$ cat src/rtl/tx_hs_seq.sv
// tx_hs_seq: multi-lane D-PHY high-speed burst sequencer.
// One shared FSM walks every lane through LP-11 stop, HS-request, HS-prepare,
// HS-zero, sync byte, payload, HS-trail and HS-exit, using programmable
// per-state timers and a TxRequestHS/TxReadyHS handshake toward the
// lane-distribution layer. All Moore outputs are registered with the state.
module tx_hs_seq #(
  parameter int         LANES     = 2,
  parameter logic [7:0] SYNC_BYTE = 8'hB8,
  parameter int         CNT_W     = 8,
  parameter int         T_LPX     = 2,
  parameter int         T_PREP    = 3,
  parameter int         T_ZERO    = 4,
  parameter int         T_TRAIL   = 3,
  parameter int         T_EXIT    = 2
) (
  input  logic                 TxDDRClk,
  input  logic                 TxRst,
  input  logic                 TxRequestHS,
  input  logic [8*LANES-1:0]   TxDataHS,
  output logic                 TxReadyHS,
  output logic                 TxValid,
  output logic [8*LANES-1:0]   TxDataOut,
  output logic [1:0]           TxLP,
  output logic                 TxStopState
);

  localparam logic [2:0] STOP     = 3'd0;
  localparam logic [2:0] HS_RQST  = 3'd1;
  localparam logic [2:0] HS_PREP  = 3'd2;
  localparam logic [2:0] HS_ZERO  = 3'd3;
  localparam logic [2:0] HS_SYNC  = 3'd4;
  localparam logic [2:0] HS_DATA  = 3'd5;
  localparam logic [2:0] HS_TRAIL = 3'd6;
  localparam logic [2:0] HS_EXIT  = 3'd7;

  // Timer reload values: a state lasting T cycles loads T-1 and exits at 0.
  localparam logic [CNT_W-1:0] LD_LPX   = CNT_W'(T_LPX - 1);
  localparam logic [CNT_W-1:0] LD_PREP  = CNT_W'(T_PREP - 1);
  localparam logic [CNT_W-1:0] LD_ZERO  = CNT_W'(T_ZERO - 1);
  localparam logic [CNT_W-1:0] LD_TRAIL = CNT_W'(T_TRAIL - 1);
  localparam logic [CNT_W-1:0] LD_EXIT  = CNT_W'(T_EXIT - 1);

  localparam logic [8*LANES-1:0] SYNC_WORD = {LANES{SYNC_BYTE}};

  logic [2:0]         state;
  logic [2:0]         state_nxt;
  logic [CNT_W-1:0]   timer;
  logic [CNT_W-1:0]   timer_nxt;
  logic               expired;
  logic [8*LANES-1:0] dout_nxt;
  logic [1:0]         lp_nxt;
  logic               valid_nxt;
  logic               stop_nxt;

  // Trail level per lane: the inverse of the last serialized bit (bit 7,
  // since bytes go out LSB-first) of that lane's final byte.
  function automatic logic [8*LANES-1:0] trail_word(input logic [8*LANES-1:0] last);
    logic [8*LANES-1:0] w;
    w = '0;
    for (int i = 0; i < LANES; i++) begin
      w[8*i +: 8] = {8{~last[8*i+7]}};
    end
    return w;
  endfunction

  assign expired   = (timer == '0);
  assign TxReadyHS = (state == HS_SYNC) || (state == HS_DATA);

  // Next-state, timer and next output-byte decode.
  always_comb begin
    state_nxt = state;
    timer_nxt = expired ? timer : timer - CNT_W'(1);
    dout_nxt  = TxDataOut;
    case (state)
      STOP: begin
        dout_nxt = '0;
        if (TxRequestHS) begin
          state_nxt = HS_RQST;
          timer_nxt = LD_LPX;
        end
      end
      HS_RQST: begin
        if (expired) begin
          state_nxt = HS_PREP;
          timer_nxt = LD_PREP;
        end
      end
      HS_PREP: begin
        if (expired) begin
          state_nxt = HS_ZERO;
          timer_nxt = LD_ZERO;
        end
      end
      HS_ZERO: begin
        if (expired) begin
          state_nxt = HS_SYNC;
          timer_nxt = '0;
          dout_nxt  = SYNC_WORD;
        end
      end
      HS_SYNC, HS_DATA: begin
        // TxDataOut holds the sync word or the last captured payload here,
        // so the trail is derived straight from the output register.
        if (TxRequestHS) begin
          state_nxt = HS_DATA;
          dout_nxt  = TxDataHS;
        end else begin
          state_nxt = HS_TRAIL;
          timer_nxt = LD_TRAIL;
          dout_nxt  = trail_word(TxDataOut);
        end
      end
      HS_TRAIL: begin
        if (expired) begin
          state_nxt = HS_EXIT;
          timer_nxt = LD_EXIT;
          dout_nxt  = '0;
        end
      end
      HS_EXIT: begin
        if (expired) begin
          state_nxt = STOP;
          timer_nxt = '0;
        end
      end
      default: begin
        state_nxt = STOP;
        timer_nxt = '0;
        dout_nxt  = '0;
      end
    endcase
  end

  // Moore output decode from the next state, so outputs register with it.
  always_comb begin
    lp_nxt    = 2'b00;
    valid_nxt = 1'b0;
    stop_nxt  = 1'b0;
    case (state_nxt)
      STOP:     begin lp_nxt = 2'b11; stop_nxt = 1'b1; end
      HS_RQST:  lp_nxt = 2'b01;
      HS_PREP:  lp_nxt = 2'b00;
      HS_EXIT:  lp_nxt = 2'b11;
      default:  begin lp_nxt = 2'b00; valid_nxt = 1'b1; end
    endcase
  end

  // State and timer registers with asynchronous active-low reset.
  always_ff @(posedge TxDDRClk or negedge TxRst) begin
    if (!TxRst) begin
      state <= STOP;
      timer <= '0;
    end else begin
      state <= state_nxt;
      timer <= timer_nxt;
    end
  end

  // Registered line outputs; reset forces LP-11 stop with drivers off.
  always_ff @(posedge TxDDRClk or negedge TxRst) begin
    if (!TxRst) begin
      TxDataOut   <= '0;
      TxLP        <= 2'b11;
      TxValid     <= 1'b0;
      TxStopState <= 1'b1;
    end else begin
      TxDataOut   <= dout_nxt;
      TxLP        <= lp_nxt;
      TxValid     <= valid_nxt;
      TxStopState <= stop_nxt;
    end
  end

endmodule

$ cat config.mk
export PLATFORM = sky130hd
export DESIGN_NAME = tx_hs_seq
export DESIGN_NICKNAME = d
export VERILOG_FILES = /design/src/rtl/tx_hs_seq.sv
export SDC_FILE = /design/constraint.sdc
export NUM_CORES = 1
export LEC_CHECK = 0
export CAP_MARGIN = 20
export CORE_UTILIZATION = 48
export CTS_CLUSTER_DIAMETER = 50
export CTS_CLUSTER_SIZE = 20
export DETAILED_ROUTE_END_ITERATION = 7
export GPL_ROUTABILITY_DRIVEN = 0
export PLACE_DENSITY_LB_ADDON = 0.05
export SETUP_SLACK_MARGIN = 0.1
export SYNTH_ARGS = -nofsm -noshare
export SYNTH_HDL_FRONTEND = slang
export SYNTH_SLANG_ARGS = --single-unit
export TNS_END_PERCENT = 10
$ cat constraint.sdc
create_clock -name TxDDRClk -period 2.4 [get_ports TxDDRClk]
set_input_delay 0.36 -clock TxDDRClk [delete_from_list [all_inputs] [get_ports TxDDRClk]]
set_output_delay 0.36 -clock TxDDRClk [all_outputs]
set_load 0.03 [all_outputs]
==> results.md, run 1 <==
* Status: finished clean
* PD cells at 496.0 mW/mm^2
* Io pins at 40
* Sw Ratio at 0.2183
* Cell row count at 20
* Max IR drop VDD at 0.3218 mV
* Fmax achieved at 466.8 MHz
* GRT Residual Overflow at 0
* Synthesized Nets at 177
* Routed Antenna Nets at 0
* Worst rel slew slack at 0.6392
* Post-synthesis mux area share at 0.08031
* # diodes at 0
* Combinational group share of total power at 0.095
* Hold crit path type: primary input to async pin
* Final setup violating endpoints at 0
* Fin crit share at 0.8925
* Layout cells sized above 1 at 0.1500
* Flops & latches, synth at 31
* XOR/XNOR share of the synthesized area at 0.02756
* Clock insertion delay at the later pin of the skew report at 0.33 ns
* CTS root buffer: clkbuf_4
* Synth Cell Area at 0.001589 mm^2
* Clk buf depth at 2
* Initial DRT Pass Iterations at 4
* Crit path kind: flip-flop to primary output
* Initial DRC count at 48
* Critical path arrival at 1.78 ns
* Cells after Synth at 154
* Setup WS post-layout at 0.2579 ns
* Adder-Cell Fraction of Synth Area at 0.03150
* RSZ-0062 raised after global routing: false
* Wire per inst at 14.48 um
* Clock share of power at 0.400
* Area Growth Syn to Fin at 34.65%
* Largest net degree at the start of global routing at 32
* Hold buffers post-CTS at 0
* Max-cap viol count at 0
* Worst-Margin Slew at 0.5393 ns
* IO buf count at 39
* Switch Pwr at 0.0002316 W
* Worst hold margin at 0.4125 ns
* Setup WS pre-CTS at 0.2456 ns
* # DRC at 0
* Critical path peak fanout at 5
* Setup TNS at 0 ns
* CP Data Required Time at 2.04 ns
* Synth warnings at 0
* Compound-gate portion of the synthesized area at 0.2197
* Core Footprint at 0.003103 mm^2
* Flop pwr share at 0.505
* CTS buffer count at 5
* Endpoint class of the critical path: primary output
* H-tree levels at 2
* Die Height at 59.54 um
* Leakage power at 0.9049 nW
* P_int at 0.0008295 W
* NumNets Final at 222
* CTS sink cnt at 31
* TritonCTS clock tree: done
* Final wirelength at 3.532 mm
* Max Slew Vio Count at 0
* Routed vias at 1344
* Tmin final at 2.142 ns
* Distinct cell type count after synthesis at 34
* Die Width at 59.54 um
* Final Skew at 0.01604 ns
* Final hold vios at 0
* Largest family of logic cells by synthesized area: compound AO/OA/AOI/OAI gates
* Simple-Gate Fraction of Synth Area at 0.1024
* Initial Util at 0.5121
* HPWL after DPL at 2.449 mm
* Die area at 0.003544 mm^2
* Vias in the first global route at 1245
* Initial antenna violation count at 0
* Worst-path clk slew at 0.10 ns
* Crit start category: flip-flop
* Vias/cell at 5.508
* GR Util All Layers at 0.2302
* Syn avg cell area at 10.32 um^2
* Post-synthesis sequential area ratio at 0.4906
* Wire length of the first global-routing pass at 5.871 mm
==> cells in the mapped netlist <==
| cell type | count | area share |
|---|---|---|
| nor3b_1 | 1 | 0.0047 |
| a22o_1 | 1 | 0.0055 |
| o21ai_2 | 1 | 0.0055 |
| mux2_2 | 6 | 0.043 |
| o211ai_4 | 1 | 0.013 |
| o221ai_1 | 1 | 0.0055 |
| nor4_2 | 1 | 0.0079 |
| mux2i_1 | 3 | 0.019 |
| o211ai_1 | 1 | 0.0047 |
| nor4b_1 | 1 | 0.0055 |
| nor4_1 | 1 | 0.0039 |
| ha_1 | 4 | 0.031 |
| or4_1 | 1 | 0.0047 |
| a211o_1 | 1 | 0.0055 |
| nor2b_1 | 1 | 0.0039 |
| o2bb2ai_1 | 8 | 0.044 |
| a21oi_1 | 22 | 0.069 |
| a21bo_2 | 1 | 0.0063 |
| nor2_1 | 13 | 0.031 |
| nand3_1 | 4 | 0.013 |
| a32oi_1 | 1 | 0.0055 |
| dfstp_2 | 3 | 0.050 |
| inv_1 | 8 | 0.019 |
| dfrtp_1 | 28 | 0.44 |
| o21ai_0 | 14 | 0.044 |
| o31ai_1 | 1 | 0.0047 |
| clkbuf_1 | 5 | 0.012 |
| o32ai_1 | 1 | 0.0055 |
| buf_2 | 1 | 0.0031 |
| mux2_4 | 2 | 0.019 |
| buf_6 | 2 | 0.014 |
| nand2_1 | 7 | 0.017 |
| and2_1 | 3 | 0.012 |
| xnor2_1 | 5 | 0.028 |
==> power groups by stage <==
stage                     sequential [W]  combinational [W]  clock, W
final                           0.000536           0.000100  0.000425
after detailed placement        0.000545           0.000101         0
after floorplan                 0.000563          0.0000195         0
after global placement          0.000545          0.0000997         0
after CTS                       0.000536           0.000101  0.000434
after global routing            0.000537           0.000108  0.000466
==> kinds of logic (layout without fill, tap and decap cells) <==
kind of cell | after synthesis | after routing
adders and majority gates | 4 | 4
and+or+nand+nor | 33 | 33
buffers and inverters | 16 | 62
muxes | 11 | 11
AOI/OAI and AO/OA | 54 | 54
DFF | 31 | 31
xor gates and xnor gates | 5 | 5
==> registers in the layout (all words and copies together), names as in the netlist <==
| signal | cells |
|---|---|
| TxStopState | 1 |
| TxValid | 1 |
| timer | 8 |
| state | 3 |
| TxDataOut | 16 |
| TxLP | 2 |
==> per-layer routing <==
layer  GRT usage  vias to the layer above  part of all wire
met5           0                        -                 0
met4     0.07973                        0             0.015
met3     0.06550                        6             0.048
met2      0.3692                       39              0.50
met1      0.2986                      659              0.44
li1            -                      640                 -
==> area by class of cell <==
class | instances | area, um^2
fill | 261 | 963.4
sequential | 31 | 779.5
multi-input combinational | 107 | 733.2
timing repair buffer | 46 | 455.4
tap | 44 | 55.05
clock buffer | 6 | 51.30
clock inverter | 2 | 35.03
inverter | 8 | 30.03
==> stage by stage <==
step / cell area, um^2 / utilization / instances / total power, W
after floorplan: 1589 / - / 154 / 0.0005823
final: 2140 / 0.6895 / 244 / 0.001061
after CTS: 2112 / 0.6806 / 242 / 0.001071
after detailed placement: 2026 / 0.6528 / 234 / 0.0006464
after global placement: 2026 / 0.6528 / 234 / 0.0006451
after global routing: 2140 / 0.6895 / 244 / 0.001110
==> layout by cell type (no fill, tap or decap), drive strengths merged, types with 2 or more instances in the layout <==
cell type,synthesis,final
a21oi,22,22
clkdlybuf4s50,0,39
mux2,8,8
nand3,4,4
dfstp,3,3
buf,3,7
nor2,13,13
o21ai,15,15
clkbuf,5,6
inv,8,8
and2,3,3
mux2i,3,3
nor4,2,2
ha,4,4
o211ai,2,2
dfrtp,28,28
o2bb2ai,8,8
nand2,7,7
xnor2,5,5
==> timing repair <==
action | CTS | global route
gates resized for setup | 0 | 0
endpoints found under the setup margin | 0 | 6
buffers inserted | 0 | 2
==> critical path, stage by stage (launching register included) <==
cell and delay (ns):
dfrtp_1 0.39, inv_1 0.17, nand2_1 0.11, inv_1 0.12, clkdlybuf4s50_1 0.68
==> worst paths after layout <==
path                                          start  slack, ns  cells past startpoint                       end
max                              state[1]$_DFF_PN0_       0.26                      4                 TxReadyHS
max in group asynchronous                     TxRst       1.66                      2         TxLP[0]$_DFF_PN1_
min in group TxDDRClk      TxDataOut[2]$_DFFE_PN0P_       0.50                      1  TxDataOut[2]$_DFFE_PN0P_
min                                           TxRst       0.41                      2         TxValid$_DFF_PN0_
min reg2reg                TxDataOut[2]$_DFFE_PN0P_       0.50                      1  TxDataOut[2]$_DFFE_PN0P_
max reg2reg                      timer[0]$_DFF_PN0_       0.28                      9        timer[0]$_DFF_PN0_
Note: power is estimated with default switching activity, not from simulation.
==> inputs of run 2 (changes only) <==
- RECOVER_POWER: not set -> 25
==> run 2 against run 1 <==
  * The flow now finishes with violations (capacitance limit, slew limit)
  * First-iteration DRC count unchanged
  * Utilization down 0.12 points
  * Sequential share of layout area up 0.064 points
  * Critical endpoint unchanged
==> results.md, run 2 (synthesized netlist as in run 1, its figures left out) <==
* Fin crit share at 0.8922 (about the same)
* GRT Residual Overflow at 0 (unchanged)
* Routed vias at 1341 (-0.22%)
* Commonest non-fill, non-tap cell in the layout: clkdlybuf4s50_1
* Worst-Margin Slew at 1.630 ns (+1.091 ns)
* P_int at 0.0008285 W (-0.13%)
* Max IR drop VDD at 0.3222 mV (+0.11%)
* PD cells at 496.3 mW/mm^2 (about the same)
* Worst r2r dst: timer[0]$_DFF_PN0_
* Post-CTS sizing at 0 (unchanged)
* Final setup violating endpoints at 0 (unchanged)
* Vias/cell at 5.496 (-0.22%)
* Core Footprint at 0.003103 mm^2 (unchanged)
* Initial Util at 0.5121 (unchanged)
* Clock insertion delay at the later pin of the skew report at 0.33 ns (about the same)
* Final wirelength at 3.538 mm (+0.17%)
* Combinational group share of total power at 0.094 (about the same)
* Hold crit path type: flip-flop to flip-flop
* HPWL after DPL at 2.449 mm (unchanged)
* Die Height at 59.54 um (unchanged)
* Register area at 779.5 um^2 (unchanged)
* Area occupied by multi-input gates at 733.2 um^2 (unchanged)
* CTS sink cnt at 31 (unchanged)
* GR Util All Layers at 0.2302 (unchanged)
* Switch Pwr at 0.0002316 W (about the same)
* CTS buffer count at 5 (unchanged)
* RSZ-0062 raised after global routing: false
* Final hold vios at 0 (unchanged)
* Fillers at 263 (+0.77%)
* WHS Endpoint: TxDataOut[2]$_DFFE_PN0P_
* Routed Antenna Nets at 0 (unchanged)
* Worst-path clk slew at 0.10 ns (about the same)
* # diodes at 0 (unchanged)
* NumNets Final at 222 (unchanged)
* Die Width at 59.54 um (unchanged)
* Reg2reg setup slack at 0.28 ns (about the same)
* Wire length of the first global-routing pass at 5.871 mm (unchanged)
* Layout cells sized above 1 at 0.1450 (-0.005000)
* Largest Register: TxDataOut
* Hold buffers post-CTS at 0 (unchanged)
* R2R depth at 9 (unchanged)
* IO buf count at 39 (unchanged)
* Biggest regs: TxDataOut x16, timer x8, state x3
* Flop pwr share at 0.505 (about the same)
* Fmax achieved at 467.0 MHz (about the same)
* Vias in the first global route at 1245 (unchanged)
* Critical path peak fanout at 5 (unchanged)
* Clk buf depth at 2 (unchanged)
* H-tree levels at 2 (unchanged)
* Critical path arrival at 1.78 ns (about the same)
* Endpoint class of the critical path: primary output
* CTS root buffer: clkbuf_4
* Cell row count at 20 (unchanged)
* Worst hold path stage count at 1
* Initial DRC count at 48 (unchanged)
* Status: complete, but fails checks
* Initial DRT Pass Iterations at 4 (unchanged)
* Sw Ratio at 0.2184 (about the same)
* Tmin final at 2.141 ns (-0.0007250 ns)
* RR Startpoint: timer[0]$_DFF_PN0_
* Max Slew Vio Count at 32 (+32)
* Clock share of power at 0.401 (about the same)
* Tot Pwr at 0.001060 W (-0.11%)
* Initial antenna violation count at 0 (unchanged)
* TritonCTS clock tree: done
* Worst rel slew slack at -0.08654 (-0.7257)
* Crit start category: flip-flop
* Hold Crit Start: TxDataOut[2]$_DFFE_PN0P_
* Max reg flops at 16 (unchanged)
* Max-cap viol count at 1 (+1)
* Largest net degree at the start of global routing at 32 (unchanged)
* Wire per inst at 14.50 um (+0.17%)
* Final Skew at 0.01588 ns (-0.0001529 ns)
* Commonest cells after routing, fill and taps aside: clkdlybuf4s50_1 (38), dfrtp_1 (28), a21oi_1 (22)
* Leakage power at 0.9015 nW (-0.37%)
* Die area at 0.003544 mm^2 (unchanged)
* Setup TNS at 0 ns (unchanged)
* # DRC at 0 (unchanged)
* CP Data Required Time at 2.04 ns (about the same)
* Failing checks: capacitance limit, slew limit
* Area Growth Syn to Fin at 34.41%
* Io pins at 40 (unchanged)
* Setup repair bufs after CTS at 0 (unchanged)
* Crit path kind: flip-flop to primary output
## run 2: cell count changes in the layout (fill, tap and decap cells not counted)
cell             delta
clkbuf_1            +1
dlygate4sd3_1       +1
clkdlybuf4s50_1     -1
buf_4               -1
## run 2: stage by stage
step                instance area, um^2  std cells  utilization  setup WS (ns)  hold slack, ns
floorplan                          1589        154            -         0.3746         0.06441
global placement                   2026        234       0.6528         0.3241          0.4760
detailed placement                 2026        234       0.6528         0.2456          0.4724
CTS                                2112        242       0.6806         0.2197          0.4129
global route                       2136        244       0.6883         0.1033          0.5201
finish                             2136        244       0.6883         0.2586          0.4977
## run 2: worst max-delay path by stage
stage / to / startpoint / cells after the start / slack, ns
finish: TxReadyHS / state[1]$_DFF_PN0_ / 4 / 0.26
detailed placement: TxDataOut[11]$_DFFE_PN0P_ / timer[0]$_DFF_PN0_ / 7 / 0.25
floorplan: timer[0]$_DFF_PN0_ / timer[0]$_DFF_PN0_ / 10 / 0.37
global route: state[2]$_DFF_PN0_ / TxRst / 2 / 0.10
CTS: TxDataOut[11]$_DFFE_PN0P_ / timer[0]$_DFF_PN0_ / 7 / 0.22
global placement: TxDataOut[5]$_DFFE_PN0P_ / timer[0]$_DFF_PN0_ / 7 / 0.32
## run 2: critical path: stages, from the launching register on
cell	delay [ns]
dfrtp_1	0.39
inv_1	0.17
nand2_1	0.10
inv_1	0.12
clkdlybuf4s50_1	0.68
## run 2: routing by layer
layer,vias up,part of all wire,global-route usage
met2,42,0.49,0.3692
li1,641,-,-
met3,6,0.050,0.06550
met1,652,0.44,0.2986
met4,0,0.015,0.07973
met5,-,0,0
## run 2: power by group through the flow
stage / clock network, W / logic [W] / registers [W]
finish: 0.000425 / 0.0000993 / 0.000536
global route: 0.000466 / 0.000107 / 0.000537
CTS: 0.000434 / 0.000101 / 0.000536
detailed placement: 0 / 0.000101 / 0.000545
global placement: 0 / 0.0000997 / 0.000545
floorplan: 0 / 0.0000195 / 0.000563
## run 2: cell type report
| type | instances | area share |
|---|---|---|
| Multi-Input combinational cell | 107 | 0.3433 |
| Clock inverter | 2 | 0.01640 |
| Timing Repair Buffer | 46 | 0.2115 |
| Sequential cell | 31 | 0.3650 |
| Tap cell | 44 | 0.02578 |
| Clock buffer | 6 | 0.02402 |
| Inverter | 8 | 0.01406 |
==> inputs of run 3 (changes only) <==
- SLEW_MARGIN: not set -> 20
==> results of run 3 <==
No change in the layout: final DEF, timing and power equal those of run 2.
